==> config.mk <==
export PLATFORM = sky130hd
export DESIGN_NAME = mdu_iter
export DESIGN_NICKNAME = d
export VERILOG_FILES = /design/src/rtl/mdu_iter.sv
export SDC_FILE = /design/constraint.sdc
export NUM_CORES = 2
export LEC_CHECK = 0
export CAP_MARGIN = 20
export CORE_MARGIN = 2
export CORE_UTILIZATION = 46
export DETAILED_ROUTE_END_ITERATION = 10
export GPL_ROUTABILITY_DRIVEN = 0
export GPL_TIMING_DRIVEN = 0
export HOLD_SLACK_MARGIN = 0.05
export REMOVE_ABC_BUFFERS = 1
export SLEW_MARGIN = 15
export SYNTH_ARGS = -nofsm -noshare
export SYNTH_HDL_FRONTEND = slang
export SYNTH_SLANG_ARGS = --single-unit
==> constraint.sdc <==
create_clock -name clk_i -period 11.4 [get_ports clk_i]
set_input_delay 1.14 -clock clk_i [delete_from_list [all_inputs] [get_ports clk_i]]
set_output_delay 1.14 -clock clk_i [all_outputs]
set_load 0.05 [all_outputs]
==> src/rtl/mdu_iter.sv <==
// Iterative RV32M/RV64M multiply/divide unit: shift-add multiplier, restoring divider,
// with req/ready handshake, kill, and single-cycle divide-by-zero / overflow results.
module mdu_iter #(
  parameter int XLEN    = 32,
  parameter int MUL_BPC = 2,
  parameter int DIV_BPC = 1,
  parameter int TAG_W   = 5
) (
  input  logic             clk_i,
  input  logic             rst_i,
  input  logic             req_i,
  input  logic [2:0]       funct3_i,
  input  logic [XLEN-1:0]  op1_i,
  input  logic [XLEN-1:0]  op2_i,
  input  logic [TAG_W-1:0] tag_i,
  input  logic             kill_i,
  output logic             ready_o,
  output logic             busy_o,
  output logic             valid_o,
  output logic [XLEN-1:0]  result_o,
  output logic [TAG_W-1:0] tag_o
);

  localparam int MUL_N = XLEN / MUL_BPC;
  localparam int DIV_N = XLEN / DIV_BPC;
  localparam int CW    = $clog2(XLEN + 1);
  localparam logic [XLEN-1:0] INT_MIN = {1'b1, {(XLEN-1){1'b0}}};

  typedef enum logic [1:0] {IDLE, CALC, FIX, DONE} state_e;

  state_e              state_q, state_d;
  logic [2:0]          f3_q, f3_d;
  logic [TAG_W-1:0]    tag_q, tag_d, rtag_q, rtag_d;
  logic                neg_q, neg_d, valid_q, valid_d;
  logic [2*XLEN-1:0]   acc_q, acc_d, mcand_q, mcand_d;
  logic [XLEN-1:0]     mplier_q, mplier_d, quo_q, quo_d, dvsr_q, dvsr_d;
  logic [XLEN:0]       rem_q, rem_d;
  logic [CW-1:0]       cnt_q, cnt_d;
  logic [XLEN-1:0]     result_q, result_d;

  logic                accept, is_div, sgn1, sgn2, div0, ovf;
  logic [XLEN-1:0]     mag1, mag2;
  logic [2*XLEN-1:0]   mul_acc, mul_mc, prod;
  logic [XLEN-1:0]     mul_mp, div_quo;
  logic [XLEN:0]       div_rem;

  assign ready_o  = ((state_q == IDLE) || (state_q == DONE)) && !rst_i;
  assign busy_o   = (state_q == CALC) || (state_q == FIX);
  assign valid_o  = valid_q;
  assign result_o = result_q;
  assign tag_o    = rtag_q;

  assign accept = req_i && ready_o && !kill_i;
  assign is_div = funct3_i[2];
  assign sgn1   = (funct3_i == 3'b001) || (funct3_i == 3'b010) ||
                  (funct3_i == 3'b100) || (funct3_i == 3'b110);
  assign sgn2   = (funct3_i == 3'b001) || (funct3_i == 3'b100) || (funct3_i == 3'b110);
  assign mag1   = (sgn1 && op1_i[XLEN-1]) ? -op1_i : op1_i;
  assign mag2   = (sgn2 && op2_i[XLEN-1]) ? -op2_i : op2_i;
  assign div0   = is_div && (op2_i == '0);
  assign ovf    = is_div && !funct3_i[0] && (op1_i == INT_MIN) && (op2_i == '1);

  // One CALC step: MUL_BPC partial products and DIV_BPC restoring quotient bits.
  always_comb begin
    mul_acc = acc_q;
    mul_mc  = mcand_q;
    mul_mp  = mplier_q;
    for (int i = 0; i < MUL_BPC; i++) begin
      if (mul_mp[0]) mul_acc = mul_acc + mul_mc;
      mul_mc = mul_mc << 1;
      mul_mp = mul_mp >> 1;
    end
    div_rem = rem_q;
    div_quo = quo_q;
    for (int i = 0; i < DIV_BPC; i++) begin
      div_rem = {div_rem[XLEN-1:0], div_quo[XLEN-1]};
      div_quo = {div_quo[XLEN-2:0], 1'b0};
      if (div_rem >= {1'b0, dvsr_q}) begin
        div_rem    = div_rem - {1'b0, dvsr_q};
        div_quo[0] = 1'b1;
      end
    end
  end

  // Sign fix is applied across the full double-width product, never per half.
  assign prod = neg_q ? -acc_q : acc_q;

  always_comb begin
    state_d  = state_q;
    f3_d     = f3_q;
    tag_d    = tag_q;
    rtag_d   = rtag_q;
    neg_d    = neg_q;
    valid_d  = 1'b0;
    acc_d    = acc_q;
    mcand_d  = mcand_q;
    mplier_d = mplier_q;
    quo_d    = quo_q;
    dvsr_d   = dvsr_q;
    rem_d    = rem_q;
    cnt_d    = cnt_q;
    result_d = result_q;
    case (state_q)
      IDLE, DONE: begin
        state_d = IDLE;
        if (accept) begin
          f3_d     = funct3_i;
          tag_d    = tag_i;
          case (funct3_i)
            3'b001, 3'b100: neg_d = op1_i[XLEN-1] ^ op2_i[XLEN-1];
            3'b010, 3'b110: neg_d = op1_i[XLEN-1];
            default:        neg_d = 1'b0;
          endcase
          acc_d    = '0;
          mcand_d  = {{XLEN{1'b0}}, mag1};
          mplier_d = mag2;
          rem_d    = '0;
          quo_d    = mag1;
          dvsr_d   = mag2;
          cnt_d    = is_div ? CW'(DIV_N - 1) : CW'(MUL_N - 1);
          if (div0 || ovf) begin
            state_d  = DONE;
            valid_d  = 1'b1;
            rtag_d   = tag_i;
            if (div0) result_d = funct3_i[1] ? op1_i : '1;
            else      result_d = funct3_i[1] ? '0 : op1_i;
          end else begin
            state_d = CALC;
          end
        end
      end
      CALC: begin
        if (kill_i) begin
          state_d = IDLE;
        end else begin
          acc_d    = mul_acc;
          mcand_d  = mul_mc;
          mplier_d = mul_mp;
          rem_d    = div_rem;
          quo_d    = div_quo;
          if (cnt_q == '0) state_d = FIX;
          else             cnt_d   = cnt_q - 1'b1;
        end
      end
      FIX: begin
        if (kill_i) begin
          state_d = IDLE;
        end else begin
          state_d = DONE;
          valid_d = 1'b1;
          rtag_d  = tag_q;
          case (f3_q)
            3'b000:                 result_d = prod[XLEN-1:0];
            3'b001, 3'b010, 3'b011: result_d = prod[2*XLEN-1:XLEN];
            3'b100, 3'b101:         result_d = neg_q ? -quo_q : quo_q;
            default:                result_d = neg_q ? -rem_q[XLEN-1:0] : rem_q[XLEN-1:0];
          endcase
        end
      end
      default: state_d = IDLE;
    endcase
  end

  always_ff @(posedge clk_i or posedge rst_i) begin
    if (rst_i) begin
      state_q  <= IDLE;
      f3_q     <= '0;
      tag_q    <= '0;
      rtag_q   <= '0;
      neg_q    <= 1'b0;
      valid_q  <= 1'b0;
      acc_q    <= '0;
      mcand_q  <= '0;
      mplier_q <= '0;
      quo_q    <= '0;
      dvsr_q   <= '0;
      rem_q    <= '0;
      cnt_q    <= '0;
      result_q <= '0;
    end else begin
      state_q  <= state_d;
      f3_q     <= f3_d;
      tag_q    <= tag_d;
      rtag_q   <= rtag_d;
      neg_q    <= neg_d;
      valid_q  <= valid_d;
      acc_q    <= acc_d;
      mcand_q  <= mcand_d;
      mplier_q <= mplier_d;
      quo_q    <= quo_d;
      dvsr_q   <= dvsr_d;
      rem_q    <= rem_d;
      cnt_q    <= cnt_d;
      result_q <= result_d;
    end
  end

endmodule

# == Yosys cells after proc, flatten, opt, wreduce, memory -nomap -nowiden ==
# Cells that the tools add are included.
# W data, S select, Z words.
# op_classes
addsub,9
multipliers,0
n_div,0
magnitude_cmp,1
eq_ne,20
n_shift,0
mux,52
bitwise,1
n_reduce_logical,35
# op_table
operator,count
$mux W32,17
$mux W64,7
$pmux W32 S2,4
$pmux W64 S2,2
$add A64 B64 Y64,2
$neg A32 Y32,4
$pmux W32 S3,1
$eq A32 B32 Y1 const B,2
$neg A64 Y64,1
$ge A33 B32 Y1,1
$logic_not A32 Y1,1
$sub A32 B32 Y32,1
$mux W5,4
$mux W6,3
$eq A3 B3 Y1 const B,4
$pmux W6 S2,1
$mux W2,5
$ne A2 B2 Y1 const B,5
$pmux W5 S2,1
$eq A3 B2 Y1 const B,3
$logic_and A1 B1 Y1,9
$logic_or A1 B1 Y1,8
$reduce_and A4 Y1,2
$reduce_or A2 Y1,4
17 further kinds,26
# totals
register_bits,311
latchBits,0
mem_bits_rw,0
romBits,0
in_bits,76
output_inout_bits,40
wordCells,132
memories,0

# == Longest topological paths before layout ==
# depth
depth_word,8
depth_mapped,28
ltp_nobuf,28

# == Least setup slack after synthesis ==
# OpenSTA, ideal clock, no wires.
# synth_path
kind,reg2reg
start,register acc_q[0]
end,register acc_q[61]
setup_time_ns,0.126
t_arrival_ns,5.857
required_time_ns,11.274
setup_slack_ns,5.417
stages_incl_launch_ff,29
n_path_buf,0
synth_period_minus_slack_ns,5.983
cell_sequence,dfrtp_1 > ha_1 > inv_1 > fa_1 > nor2b_1 > o2111ai_1 > a311o_1 > nand3_1 > a21o_1 > a21oi_1 > o21ai_0 > nand2_1 > o21ai_0 > a41oi_1 > xnor2_1 > mux2_2 > ha_1 > a21oi_1 > o21ai_0 > a2111oi_0 > a31oi_1 > a21oi_1 > o21ai_0 > a31oi_1 > o21ai_0 > a21o_1 > a21oi_1 > xnor2_1 > a221o_1
# synth_via
elab_chain_cells,6
# synth_lines
element,line,rtl
from (decl),35,"logic [2*XLEN-1:0] acc_q, acc_d, mcand_q, mcand_d;"
from (signal assigned),172,acc_q <= '0;
from (signal assigned),187,acc_q <= acc_d;
$add A64 B64 Y64,69,if (mul_mp[0]) mul_acc = mul_acc + mul_mc;
$mux W64 (*),69,
$add A64 B64 Y64,69,
$mux W64 (*),69,
$mux W64 (*),133,if (kill_i) begin
$pmux W64 S2 (*),103,case (state_q)
# Mark *: on every way between the ends. The rest lies on a longest branch, timed or not. The select of a mux whose other input is x is not followed.
# A chain may end at the register's enable or synchronous reset.

# == Final worst setup path ==
# Same ends and word-level chain as after synthesis.

==> qor.csv <==
stage,metric,value,unit
run_status,outcome,finished clean,
global_route,met3 GRT Util,3.86,%
timing,unrepaired setup endpoints after global routing,no,
global_route,initial antenna violation count,9,
clocking,TritonCTS clock tree,built,
clocking,Setup Buffers After CTS,0,
routing,Remaining DRCs,0,
logic_synthesis,Post-synth EDFFs,0,
clocking,TritonCTS buffer count,42,
critical_path,CP required,11870,ps
timing,Tightest Pin Transition,1020,ps
logic_synthesis,Post-Syn Area,27800,sq um
timing,Slew Limit Headroom,31.8,%
layout,multi-input logic area,19000,sq um
logic_synthesis,most numerous cell in the Yosys netlist,nand2_1,
critical_path,worst r2r src,acc_q[0],
clocking,CTS Buffer Depth,3,
floorplan,core area,60100,sq um
global_route,global-route met1 utilization,40.4,%
floorplan,Die Ht,250,um
clocking,post-cts hold buffer count,0,
logic_synthesis,Area contributors post-synth,"dfrtp_1, ha_1, o21ai_0, a21oi_1, nand2_1",
critical_path,worst-path maximum fanout,7,
global_route,first-pass GRT wire length,147000,um
routing,Final ANT Viol Nets,0,
timing,final setup violation count,0,
routing,DR vias/cell,6.16,
timing,Hold Fails Final Rpt,0,
global_route,busiest grt layer,met2,
power,Lkg Pwr,13.8,nW
global_route,largest net degree at the start of global routing,90,
routing,total wire length,93700,um
place,IO Port Bufs,115,
critical_path,R2R cell count,28,
floorplan,initial core utilization,46.3,%
power,Worst VDD drop,0.000164,V
logic_synthesis,Synth Warn #,0,
clocking,post_cts resized,0,
global_route,vias in the first global route,25700,
clocking,H-tree depth,2,
flow_run,max cap viols,0,
min_path,worst hold path endpoint,tag_q[1],
critical_path,crit end category,register,
logic_synthesis,Mean Syn Cell Area,7.81,sq um
layout,final core occ,52.4,%
timing,clk_skew,27.9,ps
global_route,GRT Util Overall,29.4,%
critical_path,r2r endpoint,acc_q[61],
timing,Max Freq,0.126,GHz
logic_synthesis,"Distinct cells, synth",84,
layout,Non-Filler Instances,4374,
critical_path,Most common cell on crit path,o21ai_0,
logic_synthesis,Synth Flop Type,dfrtp_1,
timing,worst hold slack,476,ps
layout,# nets final,3807,
clocking,CTS Sinks,311,
layout,FF+latch area,7790,sq um
layout,filler instances,5728,
clocking,clock latency on the worst-skew pair,590,ps
power,Power Dens Cells,308,nW/um^2
critical_path,Slowest cell on crit path,a21oi_1,
routing,Via Count,26900,
layout,share of cells above drive strength 1,6.05,%
logic_synthesis,top-area cell type share of the netlist area,27.9,%
floorplan,die area,62500,sq um
critical_path,critical path class,reg -> reg,
logic_synthesis,Post-Syn Instances,3564,
critical_path,Startpoint Class,register,
timing,max-slew violations,0,
logic_synthesis,ranking of synthesized cells by instance count,"nand2_1, o21ai_0, a21oi_1",
timing,crit share post-route,69.4,%
min_path,Hold Path Origin,tag_q[1],
min_path,hold depth,2,
min_path,Hold WC Path Type,reg -> reg,
logic_synthesis,post-synth top area cell,dfrtp_1,
logic_synthesis,ys async rst share,100,%
routing,wire per inst,21.4,um
routing,DR iter-0 viols,2389,
routing,drt pass-1 iters,8,
critical_path,data arrival time of the critical path,8380,ps
timing,setup TNS,0,ps
floorplan,Rows,90,
place,placed insts,4291,
place,Detailed Place HPWL,70400,um
logic_synthesis,"flops & latches, synth",311,
critical_path,CP peak stage delay,590,ps
global_route,met2 GRT Util,47.3,%
clocking,CTS root buf,clkbuf_16,
floorplan,Die Span X,250,um
global_route,gr ovfl total,0,
critical_path,Reg2Reg Setup Slack,3490,ps
logic_synthesis,sequential fraction of the synthesis area,27.9,%
floorplan,io pins,116,
timing,Final min period,7910,ps
clocking,clk slew on worst S/H paths,60,ps
layout,Area growth syn-to-layout,13.2,%
## placed cells by master (no fill, tap or decap), drive strengths merged, types with 13 or more instances in the layout
cell             n
nand4           40
o221ai          16
o31ai           61
ha             174
nand2          425
or2             17
a211oi          30
a31oi           30
o21bai          33
o41ai           19
a21oi          330
mux2            53
o21ai          414
a21o            93
nand3          152
maj3            22
o311ai          14
buf             33
and3            26
nor2           243
a22oi           13
inv            104
or3             41
or4             23
clkbuf          58
o211ai          29
o21a            18
nor2b           32
clkdlybuf4s50  115
nand2b          34
nor3            48
xor2           144
nor4            20
mux2i           56
dfrtp          311
xnor2          170
## routing by layer
layer  share of wire, %  up-vias
li1                   -    12900
met3                6.3      188
met5              0.029        -
met2                 45      966
met1                 45    12900
met4                3.7        4
## where the power goes
group | internal [W] | switching (W) | leakage (nW) | total, W
clock | 0.000949 | 0.000563 | 0.751 | 0.00151
combinational | 0.00239 | 0.00377 | 9.12 | 0.00616
sequential | 0.00148 | 0.000558 | 3.91 | 0.00204
total | 0.00483 | 0.00489 | 13.8 | 0.00972
## worst max-delay path, delay by kind of cell, from the launching register on
kind,cells,cell delay [ps]
fa+ha+maj,3,1060
compound gates,18,5220
simple gates,3,420
flops,1,450
mux,1,290
xor+xnor,2,270
buf+inv,1,70
## layout make-up
class / instances / area share, %
inverters: 104 / 1.28
diodes: 5 / 0.0397
well taps: 782 / 3.11
clock inverters: 20 / 1.14
flip-flops and latches: 311 / 24.7
multi-input cells: 2946 / 60.3
clock buffers: 57 / 3.83
repair buffers: 149 / 5.53
## stage by stage
stage / setup slack [ps] / instance area, sq um / power, W
5_1_grt: 3140 / 31500 / 0.0104
3_3_place_gp: -17430 / 29200 / 0.00790
3_5_place_dp: 3870 / 29900 / 0.00804
2_1_floorplan: -1510 / 27100 / 0.00634
6_report: 3490 / 31500 / 0.00972
4_1_cts: 3810 / 31500 / 0.00962
## registers in the layout, summed over array words and instances (netlist names), 6 cells and up
name	cells
result_o	32
quo_q	32
cnt_q	6
mplier_q	32
rem_q	32
mcand_q	64
acc_q	64
dvsr_q	32
## how the worst max path moves through the flow
stage / from / end / slack (ps) / cells after the start
5_1_grt: acc_q[0] / acc_q[61] / 3140 / 28
2_1_floorplan: rst_i / acc_q[51] / -1510 / 7
3_3_place_gp: state_q[1] / quo_q[31] / -17430 / 7
3_5_place_dp: acc_q[0] / acc_q[61] / 3870 / 28
4_1_cts: acc_q[0] / acc_q[61] / 3810 / 28
6_report: acc_q[0] / acc_q[61] / 3490 / 28
## logic make-up after synthesis
kind of cell    after synthesis  share of synthesized area (%)
compound gates             1195                           26.1
simple gates               1129                           18.9
xor+xnor                    314                           9.88
flops                       311                           27.9
buf+inv                     307                           4.23
fa+ha+maj                   199                           8.82
mux                         109                           4.16
No activity file was read; power rests on OpenSTA's default activity.
